## config.mk

```make
export PLATFORM = sky130hd
export DESIGN_NAME = mem_io_responder_flat
export DESIGN_NICKNAME = d
export VERILOG_FILES = /design/src/rtl/mem_io_responder_pkg.sv /design/src/rtl/mem_io_responder_if.sv /design/src/rtl/mem_io_responder_io_timer.sv /design/src/rtl/mem_io_responder.sv /design/src/flat_wrapper.sv
export SDC_FILE = /design/constraint.sdc
export NUM_CORES = 2
export LEC_CHECK = 0
export BUFFER_PORTS_ARGS = -buffer_cell sky130_fd_sc_hd__buf_2
export CAP_MARGIN = 10
export CORE_MARGIN = 2
export CORE_UTILIZATION = 40
export DETAILED_ROUTE_END_ITERATION = 6
export HOLD_SLACK_MARGIN = 0.1
export RECOVER_POWER = 100
export SYNTH_ARGS = -nofsm -noshare
export SYNTH_HDL_FRONTEND = slang
export SYNTH_SLANG_ARGS = --single-unit
```

## constraint.sdc

```tcl
create_clock -name clk -period 2.2 [get_ports clk]
set_clock_uncertainty 0.2 [all_clocks]
set_input_delay 0.33 -clock clk [delete_from_list [all_inputs] [get_ports clk]]
set_output_delay 0.33 -clock clk [all_outputs]
set_load 0.005 [all_outputs]
```

## src/rtl/mem_io_responder_pkg.sv

```systemverilog
// mem_map_pkg: memory map shared by the memory-port responder and its timer.
//   Region codes decode addr[15:12]; timer offsets decode addr[0];
//   CTRL bit indices locate the clear and enable bits in a CTRL write.
package mem_map_pkg;

    localparam logic [3:0] REG_RAM = 4'h0;
    localparam logic [3:0] REG_LED = 4'h1;
    localparam logic [3:0] REG_TMR = 4'h2;
    localparam logic [3:0] REG_SW  = 4'h3;

    localparam logic TMR_LOAD = 1'b0;
    localparam logic TMR_CTRL = 1'b1;

    localparam int BIT_CLR = 0;
    localparam int BIT_EN  = 1;

endpackage

```

## src/rtl/mem_io_responder_if.sv

```systemverilog
// mem_io_if: processor memory-port bundle.
//   addr  word address from the processor ADDR register
//   dout  write data from the processor DOUT register
//   w     write enable, active high
//   din   registered read data back to the processor
// The processor side uses the master modport, the responder the slave modport.
interface mem_io_if;

    logic [15:0] addr;
    logic [15:0] dout;
    logic        w;
    logic [15:0] din;

    modport master (output addr, output dout, output w, input din);
    modport slave  (input addr, input dout, input w, output din);

endinterface

```

## src/rtl/mem_io_responder_io_timer.sv

```systemverilog
// io_timer: down-counting timer with prescaler, reload register, enable and
// a sticky expired flag.
//   clk, reset_n   clock and asynchronous active-low reset
//   load_we        LOAD write strobe: reload = count = wdata, prescaler cleared
//   ctrl_we        CTRL write strobe: en = wdata[BIT_EN], wdata[BIT_CLR] clears expired
//   wdata          write data from the processor
//   count          current count value
//   en             timer enable
//   expired        sticky expiry flag
// Only instantiated when MEM_IO_TIMER_EN is defined.
module io_timer
    import mem_map_pkg::*;
#(
    parameter int PRESCALE = 50000
) (
    input  logic        clk,
    input  logic        reset_n,
    input  logic        load_we,
    input  logic        ctrl_we,
    input  logic [15:0] wdata,
    output logic [15:0] count,
    output logic        en,
    output logic        expired
);

    localparam int PW = (PRESCALE > 1) ? $clog2(PRESCALE) : 1;
    localparam logic [PW-1:0] PRESC_LAST = PW'(PRESCALE - 1);

    logic [PW-1:0] presc;
    logic [15:0]   reload;
    logic          tick;
    logic          expire;

    assign tick   = en && (presc == PRESC_LAST);
    assign expire = tick && (count == 16'd0);

    always_ff @(posedge clk or negedge reset_n) begin
        if (!reset_n) begin
            presc   <= '0;
            reload  <= '0;
            count   <= '0;
            en      <= 1'b0;
            expired <= 1'b0;
        end else begin
            // A LOAD write takes priority over whatever the tick would do.
            if (load_we) begin
                presc  <= '0;
                reload <= wdata;
                count  <= wdata;
            end else if (en) begin
                presc <= tick ? '0 : presc + 1'b1;
                if (tick) begin
                    count <= (count == 16'd0) ? reload : count - 16'd1;
                end
            end

            if (ctrl_we) begin
                en <= wdata[BIT_EN];
            end

            // Setting wins over a same-cycle clear so an expiry is never lost.
            if (expire) begin
                expired <= 1'b1;
            end else if (ctrl_we && wdata[BIT_CLR]) begin
                expired <= 1'b0;
            end
        end
    end

endmodule

```

## src/rtl/mem_io_responder.sv

```systemverilog
// mem_io_responder: responder on the processor memory port.
//   clk      system clock, rising edge
//   reset_n  asynchronous active-low reset
//   bus      mem_io_if.slave: addr, dout, w in; registered din out (1-cycle latency)
//   sw       raw asynchronous board switches (SW_W bits)
//   ledr     LED register (SW_W bits)
//   irq      sticky timer-expired level
// Map on addr[15:12]: 0x0 RAM (aliased on addr[RAM_AW-1:0]), 0x1 LED,
// 0x2 timer, 0x3 switches; other regions read 0 and ignore writes.
// Build option: define MEM_IO_TIMER_EN to generate the timer; without it
// region 0x2 behaves as unmapped and irq is tied low.
module mem_io_responder
    import mem_map_pkg::*;
#(
    parameter int RAM_AW   = 8,
    parameter int SW_W     = 10,
    parameter int PRESCALE = 50000
) (
    input  logic            clk,
    input  logic            reset_n,
    mem_io_if.slave         bus,
    input  logic [SW_W-1:0] sw,
    output logic [SW_W-1:0] ledr,
    output logic            irq
);

    localparam int RAM_DEPTH = 1 << RAM_AW;

    logic [3:0]        region;
    logic [RAM_AW-1:0] ram_idx;
    logic [15:0]       ram [RAM_DEPTH];
    logic [15:0]       ram_rdata_p1;
    logic              rd_ram_p1;
    logic [15:0]       io_rdata;
    logic [15:0]       io_rdata_p1;
    logic [SW_W-1:0]   led_q;
    logic [SW_W-1:0]   sw_meta;
    logic [SW_W-1:0]   sw_sync;
    logic [15:0]       tmr_rdata;
    logic              unused_addr;

    assign region  = bus.addr[15:12];
    assign ram_idx = bus.addr[RAM_AW-1:0];

    // Address bits between the RAM index and the region code alias the RAM.
    assign unused_addr = ^bus.addr[11:RAM_AW];

    // RAM has no reset so it can map onto block memory; the non-blocking read
    // of the old word gives read-before-write on a same-cycle collision.
    always_ff @(posedge clk) begin
        if (bus.w && region == REG_RAM) begin
            ram[ram_idx] <= bus.dout;
        end
        ram_rdata_p1 <= ram[ram_idx];
    end

`ifdef MEM_IO_TIMER_EN
    logic        tmr_load_we;
    logic        tmr_ctrl_we;
    logic [15:0] tmr_count;
    logic        tmr_en;
    logic        tmr_expired;

    assign tmr_load_we = bus.w && (region == REG_TMR) && (bus.addr[0] == TMR_LOAD);
    assign tmr_ctrl_we = bus.w && (region == REG_TMR) && (bus.addr[0] == TMR_CTRL);

    io_timer #(
        .PRESCALE (PRESCALE)
    ) u_timer (
        .clk     (clk),
        .reset_n (reset_n),
        .load_we (tmr_load_we),
        .ctrl_we (tmr_ctrl_we),
        .wdata   (bus.dout),
        .count   (tmr_count),
        .en      (tmr_en),
        .expired (tmr_expired)
    );

    assign tmr_rdata = (bus.addr[0] == TMR_LOAD) ? tmr_count
                                                 : {14'b0, tmr_en, tmr_expired};
    assign irq = tmr_expired;
`else
    assign tmr_rdata = '0;
    assign irq       = 1'b0;
`endif

    always_comb begin
        io_rdata = '0;
        case (region)
            REG_LED: io_rdata[SW_W-1:0] = led_q;
            REG_SW:  io_rdata[SW_W-1:0] = sw_sync;
            REG_TMR: io_rdata = tmr_rdata;
            default: io_rdata = '0;
        endcase
    end

    // Read stage boundary: rd_ram_p1 resets low so reset forces din to 0 and
    // drops any read that was in flight.
    always_ff @(posedge clk or negedge reset_n) begin
        if (!reset_n) begin
            rd_ram_p1   <= 1'b0;
            io_rdata_p1 <= '0;
            led_q       <= '0;
            sw_meta     <= '0;
            sw_sync     <= '0;
        end else begin
            rd_ram_p1   <= (region == REG_RAM);
            io_rdata_p1 <= io_rdata;
            sw_meta     <= sw;
            sw_sync     <= sw_meta;
            if (bus.w && region == REG_LED) begin
                led_q <= bus.dout[SW_W-1:0];
            end
        end
    end

    assign bus.din = rd_ram_p1 ? ram_rdata_p1 : io_rdata_p1;
    assign ledr    = led_q;

endmodule

```

## src/flat_wrapper.sv

```systemverilog
// flat-port wrapper written by rule: the top's interface ports become plain ports
module mem_io_responder_flat import mem_map_pkg::*;
#(
    parameter int RAM_AW   = 8,
    parameter int SW_W     = 10,
    parameter int PRESCALE = 50000
)
  (clk, reset_n, sw, ledr, irq, bus_addr, bus_dout, bus_w, bus_din);
  mem_io_if bus_i ();
  input  logic clk;
  input  logic reset_n;
  input  logic [SW_W-1:0] sw;
  output logic [SW_W-1:0] ledr;
  output logic irq;
  input wire logic [$bits(bus_i.addr)-1:0] bus_addr;
  input wire logic [$bits(bus_i.dout)-1:0] bus_dout;
  input wire logic [$bits(bus_i.w)-1:0] bus_w;
  output wire logic [$bits(bus_i.din)-1:0] bus_din;
  assign bus_i.addr = bus_addr;
  assign bus_i.dout = bus_dout;
  assign bus_i.w = bus_w;
  assign bus_din = bus_i.din;
  mem_io_responder #(.RAM_AW(RAM_AW), .SW_W(SW_W), .PRESCALE(PRESCALE)) u_core (.clk(clk), .reset_n(reset_n), .bus(bus_i), .sw(sw), .ledr(ledr), .irq(irq));
endmodule
```

### Word-level counts from Yosys, hierarchy flattened

Memories as Yosys holds them, arrays and structs flattened. A register that Yosys moved wholly into a read port is not among the register bits.
Cells that the tools add are included.

* logic and storage cells: 15
* flip-flop bits (word level): 41
* memories kept: 1
* input port bits: 45
* bits in writable memories: 4096

Memory list
* u_core.ram: words 256, bits a word 16, rd ports 1, clocked after memory_dff 1, wr ports 1, line mem_io_responder.sv:31 `logic [15:0] ram [RAM_DEPTH];`

* muxes and demuxes: 4
* equality and inequality tests: 2
* reductions and logical operators: 3

Operators by type and width (number)
* $pmux 10 s2: 1
* $mux 16: 1
* $eq 4x1->1 const B: 1
* $eq 4x2->1 const B: 1
* $logic_not 4->1: 1
* $logic_and 1x1->1: 2
* $mux 1: 2

### Longest topological paths before layout

* depth in word-level cells: 4
* mapped depth: 8
* depth with buffers taken out: 5

### Worst setup path before layout

Ideal clock, no wire load.

* path kind: input to register
* from: in bus_addr[1]
* to: mem u_core.ram[182][0] (enable)
* required time: 1612 ps
* data arrival time: 2530 ps
* stages: 7
* setup time: 388 ps
* path buffers: 4
* slack: -919 ps
* cell sequence: buf_2 > buf_2 > buf_1 > nor3b_1 > nand2_1 > clkbuf_1 > nor2_1

RTL lines
* start, declared: line flat_wrapper.sv:15 `input wire logic [$bits(bus_i.addr)-1:0] bus_addr;`
* end, declared: line mem_io_responder.sv:31

Straight into the memory's write port.

### Worst setup path after layout

* from: in bus_dout[7]
* to: reg u_core.led_q[7], in the netlist u_core.ledr[7]

RTL lines
* start, declared: line flat_wrapper.sv:16 `input wire logic [$bits(bus_i.dout)-1:0] bus_dout;`
* end signal, assigned: line mem_io_responder.sv:113 `led_q <= bus.dout[SW_W-1:0];`
* end, declared: line mem_io_responder.sv:36 `logic [SW_W-1:0] led_q;`

No word-level cell between the ends.

==> impl_table.tex <==
\begin{tabular}{lr}
\hline
Metric & Value \\
\hline
\multicolumn{2}{l}{\textbf{Layout}} \\
\quad Multi-input gate area in the final layout & 34400 um2 \\
\quad Fin cells & 13700 \\
\quad Finished layout cell area & 194000 um2 \\
\quad Area taken by flip-flops and latches & $\sim$120000 um2 \\
\quad Fill cells & 30500 \\
\quad Util after Layout & 49.7\% \\
\quad Share of cells above drive strength 1 & roughly two fifths \\
\quad Area growth from synthesis to final layout & 23.7\% \\
\quad Net count reported at finish & 8186 \\
\multicolumn{2}{l}{\textbf{Yosys}} \\
\quad Share of the synthesized area in compound gates (AO/OA/AOI/OAI) & around 3.7\% \\
\quad Number of instances in the synthesized netlist & about 6800 \\
\quad Total standard cell area after synthesis & 156000 um2 \\
\quad Share of synthesized area occupied by flip-flops and latches & roughly four fifths \\
\quad Xor and xnor fraction of the mapped netlist area & 0\% \\
\quad Cell types occupying the most area after synthesis & sky130\_fd\_sc\_hd\_\_edfxtp\_1 79\%, sky130\_fd\_sc\_hd\_\_mux4\_2 15\%, sky130\_fd\_sc\_hd\_\_a22oi\_1 2.5\%, sky130\_fd\_sc\_hd\_\_a21oi\_1 0.82\%, sky130\_fd\_sc\_hd\_\_clkbuf\_1 0.67\% \\
\quad Number of register bits inferred by synthesis & between 4000 and 5000 \\
\quad Adder-Cell Fraction of Synth Area & 0\% \\
\quad Largest family of logic cells by synthesized area & multiplexers \\
\quad Proportion of synthesized area in mux cells & 14.9\% \\
\quad Average size of a mapped cell & 23.0 um2 \\
\quad Post-synth top area share & just under 80\% \\
\quad Area fraction in and, or, nand and nor cells after synthesis & 0.875\% \\
\quad Number of distinct standard cells referenced by the synthesized netlist & 29 \\
\quad Post-synth net total & 6836 \\
\quad Synthesis warning total & 0 \\
\quad Cell type with the largest total area after synthesis & sky130\_fd\_sc\_hd\_\_edfxtp\_1 \\
\multicolumn{2}{l}{\textbf{Timing}} \\
\quad Max Transition Viols Final & about 190 \\
\quad PnR worst setup slack & -0.451 ns \\
\quad Headroom to the max-slew limit & -39.8\% \\
\quad Total count of hold-check failures in the final report & 0 \\
\quad Slew of the pin with the lowest slew margin & roughly 2.1 ns \\
\quad Highest Clock Rate & 377 MHz \\
\quad Period utilisation layout & 120\% \\
\quad Clock period minus final worst setup slack & 2.65 ns \\
\quad Final setup viols & 4489 \\
\quad Setup repair after global routing missed its margin & true \\
\multicolumn{2}{l}{\textbf{Global routing}} \\
\quad Vias in the first global route & 80300 \\
\quad First-pass GRT wire length & between 600000 and 700000 um \\
\quad Largest net degree at the start of global routing & 109 \\
\quad Global-route usage over all layers & 21.6\% \\
\quad Antenna violations before repair & 22 \\
\quad Remaining Overflow, GRT & 0 \\
\multicolumn{2}{l}{\textbf{Critical path}} \\
\quad Cell depth of the worst setup path & 4 \\
\quad Largest stage delay on the critical path & 1.25 ns \\
\quad Worst Path Class, Setup & input port to flop \\
\quad Critical Path Slowest Stage Cell & sky130\_fd\_sc\_hd\_\_buf\_2 \\
\quad R2R cell count & 7 \\
\quad Startpoint Class & input port \\
\quad Worst path buffer plus inverter count & 3 \\
\quad Kind of end point of the critical path & flop \\
\quad Critical path peak fanout & 41 \\
\quad Required time of the worst setup path & 2.93 ns \\
\quad List of cells traversed by the critical path & dlygate4sd3\_1 -> buf\_2 -> clkbuf\_2 -> mux2\_2 \\
\quad Data arrival time at the worst-slack endpoint & roughly 3.4 ns \\
\quad Worst path top cell family by delay & buffers and inverters \\
\multicolumn{2}{l}{\textbf{Detailed routing}} \\
\quad Via-to-Cell Ratio & 5.78 \\
\quad Mean routed wirelength per cell & 31.7 um \\
\quad Remaining antenna violation count & 0 \\
\quad Initial DRC Count & 9643 \\
\quad Wire length after detailed routing & $\sim$430000 um \\
\quad Total number of vias & 79100 \\
\quad Remaining DRCs & 0 \\
\quad Router iterations before antenna repair & 6 \\
\multicolumn{2}{l}{\textbf{Placement}} \\
\quad Final HPWL DP & 274000 um \\
\quad Inst Count DP & between 10000 and 15000 \\
\quad Placement-stage cell area & 179000 um2 \\
\quad Placer congestion estimate & between 0.8 and 0.9 \\
\quad Post-placement worst setup slack & -1.86 ns \\
\quad Total of buffers placed on input and output ports & 66 \\
\multicolumn{2}{l}{\textbf{CTS}} \\
\quad Clock buffer depth & 4 \\
\quad Clk sinks & roughly 4200 \\
\quad TritonCTS clock tree & done \\
\quad Root buffer cell & sky130\_fd\_sc\_hd\_\_clkbuf\_16 \\
\quad Clock insertion delay at the later pin of the skew report & 1.00 ns \\
\quad H-Tree Depth & 5 \\
\quad Clock slew seen by the registers of the worst setup and hold paths & $\sim$0.07 ns \\
\quad Total clock buffers created by CTS & 421 \\
\multicolumn{2}{l}{\textbf{Floorplanning}} \\
\quad Horizontal die dimension & 629 um \\
\quad Effective utilization at floorplan & 40.2\% \\
\quad Die outline area & slightly below 400000 um2 \\
\quad I/O pins & slightly above 70 \\
\quad Vertical die dimension & 629 um \\
\quad Row Count & 229 \\
\quad Core Box Area & approximately 390000 um2 \\
\multicolumn{2}{l}{\textbf{Job}} \\
\quad Number of max-capacitance violations reported & 5 \\
\multicolumn{2}{l}{\textbf{Power}} \\
\quad Areal power density over the cells & 851 nW/um2 \\
\quad Leak pwr & 60.7 nW \\
\quad IR Drop Worst-Case VDD & 652 uV \\
\multicolumn{2}{l}{\textbf{Outcome}} \\
\quad Status & complete, but fails checks \\
\quad Violated checks & max-capacitance violations, max-slew violations, negative setup slack \\
\multicolumn{2}{l}{\textbf{Worst hold path}} \\
\quad Min-Delay Path Class & input port to asynchronous set/reset pin \\
\hline
\end{tabular}
layout by cell type, fill, tap and decap left out, types with 40 or more instances in the layout:
| cell type | synthesis | final |
|---|---|---|
| sky130_fd_sc_hd__edfxtp_1 | 4096 | 4096 |
| sky130_fd_sc_hd__mux4_2 | 1024 | 1024 |
| sky130_fd_sc_hd__buf_4 | 3 | 679 |
| sky130_fd_sc_hd__clkbuf_16 | 0 | 426 |
| sky130_fd_sc_hd__buf_12 | 0 | 380 |
| sky130_fd_sc_hd__a22oi_1 | 512 | 358 |
| sky130_fd_sc_hd__nor2_4 | 0 | 161 |
| sky130_fd_sc_hd__a22oi_2 | 0 | 154 |
| sky130_fd_sc_hd__a21oi_1 | 256 | 140 |
| sky130_fd_sc_hd__clkbuf_1 | 278 | 125 |
| sky130_fd_sc_hd__clkinv_1 | 0 | 99 |
| sky130_fd_sc_hd__nor2_2 | 0 | 97 |
| sky130_fd_sc_hd__a21oi_2 | 0 | 81 |
| sky130_fd_sc_hd__clkinv_2 | 0 | 69 |
| sky130_fd_sc_hd__dlygate4sd3_1 | 0 | 59 |
| sky130_fd_sc_hd__buf_6 | 1 | 57 |
| sky130_fd_sc_hd__clkbuf_2 | 0 | 49 |
| sky130_fd_sc_hd__dfrtp_1 | 41 | 40 |
flip-flops by register name, summed over array words and instances (netlist names):
register,count
u_core.io_rdata_p1,10
u_core.ledr,10
u_core.ram,4096
u_core.ram_rdata_p1,16
u_core.rd_ram_p1,1
u_core.sw_meta,10
u_core.sw_sync,10
Yosys cell counts, drive strengths merged:
library cell,number
and2,8
mux4,1024
a22o,10
nor2b,6
and4,1
dfxtp,16
nor3,1
mux2,20
nand3,4
clkbuf,278
o41ai,64
conb,1
nand2,31
nor4b,1
dfrtp,41
nand2b,2
a22oi,512
nor2,259
nand4,16
nor4bb,1
nor3b,2
buf,139
edfxtp,4096
or2,1
a21oi,256
nor4,1
worst reg2reg max path, cell delays in order (launching register included):
cell and delay [ns]:
sky130_fd_sc_hd__edfxtp_1 0.37, sky130_fd_sc_hd__mux4_2 0.49, sky130_fd_sc_hd__a22oi_2 0.16, sky130_fd_sc_hd__buf_4 0.16, sky130_fd_sc_hd__a21oi_4 0.09, sky130_fd_sc_hd__o41ai_4 0.67
sky130_fd_sc_hd__buf_4 0.23, sky130_fd_sc_hd__nand4_1 0.07
power breakdown:
| group | switching, mW | internal, mW | leakage [nW] |
|---|---|---|---|
| sequential | 0.196 | 87.0 | 37.4 |
| clock | 29.9 | 38.4 | 6.35 |
| combinational | 5.49 | 3.71 | 16.9 |
| total | 35.6 | 129 | 60.7 |
repair_timing:
action / CTS / global route
setup endpoints to repair: 32 / 1385
pin swaps: 111 / 67
setup buffers: 7 / 0
hold buffers: 58 / 5
endpoints found under the hold margin: 4205 / 18
resized for setup: 317 / 108
gates cloned: 0 / 1
metrics by stage:
step	power [mW]	setup TNS [ns]	hold slack, ns
after CTS	166	-19.27	0.109
after detailed placement	97.7	-2491.79	0.139
after global placement	97.6	-2503.13	0.130
after floorplan	92.5	-882.28	-0.166
final	165	-367.74	0.0866
after global routing	169	-589.87	0.0813
final timing paths:
| check | slack (ns) | from | endpoint |
|---|---|---|---|
| max | -0.45 | bus_dout[7] | u_core.ledr[7]$_DFFE_PN0P_ |
| min | 0.09 | reset_n | u_core.sw_meta[6]$_DFF_PN0_ |
| max reg2reg | -0.32 | u_core.ram[27][12]$_DFFE_PP_ | u_core.ram_rdata_p1[12]$_DFF_P_ |
| min reg2reg | 0.16 | u_core.sw_meta[9]$_DFF_PN0_ | u_core.sw_sync[9]$_DFF_PN0_ |
| max in group asynchronous | 0.26 | reset_n | u_core.sw_sync[2]$_DFF_PN0_ |
| min in group clk | 0.16 | u_core.sw_meta[9]$_DFF_PN0_ | u_core.sw_sync[9]$_DFF_PN0_ |
metal layers:
layer  wire (um)  track usage (%)  part of all wire, %  vias up
met5          46                0                0.011        -
met4       15400             6.60                  3.5        6
met3       33500             3.36                  7.7      624
met2      210000             34.8                   48     3468
met1      175000             30.4                   40    42900
li1            -                -                    -    32100
final cells by class:
class | instances | area share (%)
Antenna cell | 20 | 0.0259
Clock buffer | 527 | 5.70
Clock inverter | 234 | 1.04
Multi-Input combinational cell | 2221 | 17.8
Sequential cell | 4153 | 64.3
Tap cell | 5197 | 3.36
Timing Repair Buffer | 1344 | 7.83
cell families (layout without fill, tap and decap cells):
logic type	after synthesis	after routing
compound gates	842	842
buf+inv	417	2105
flops	4153	4153
mux	1044	1044
other cells	1	21
simple gates	334	334
(Power assumes the default switching activity.)
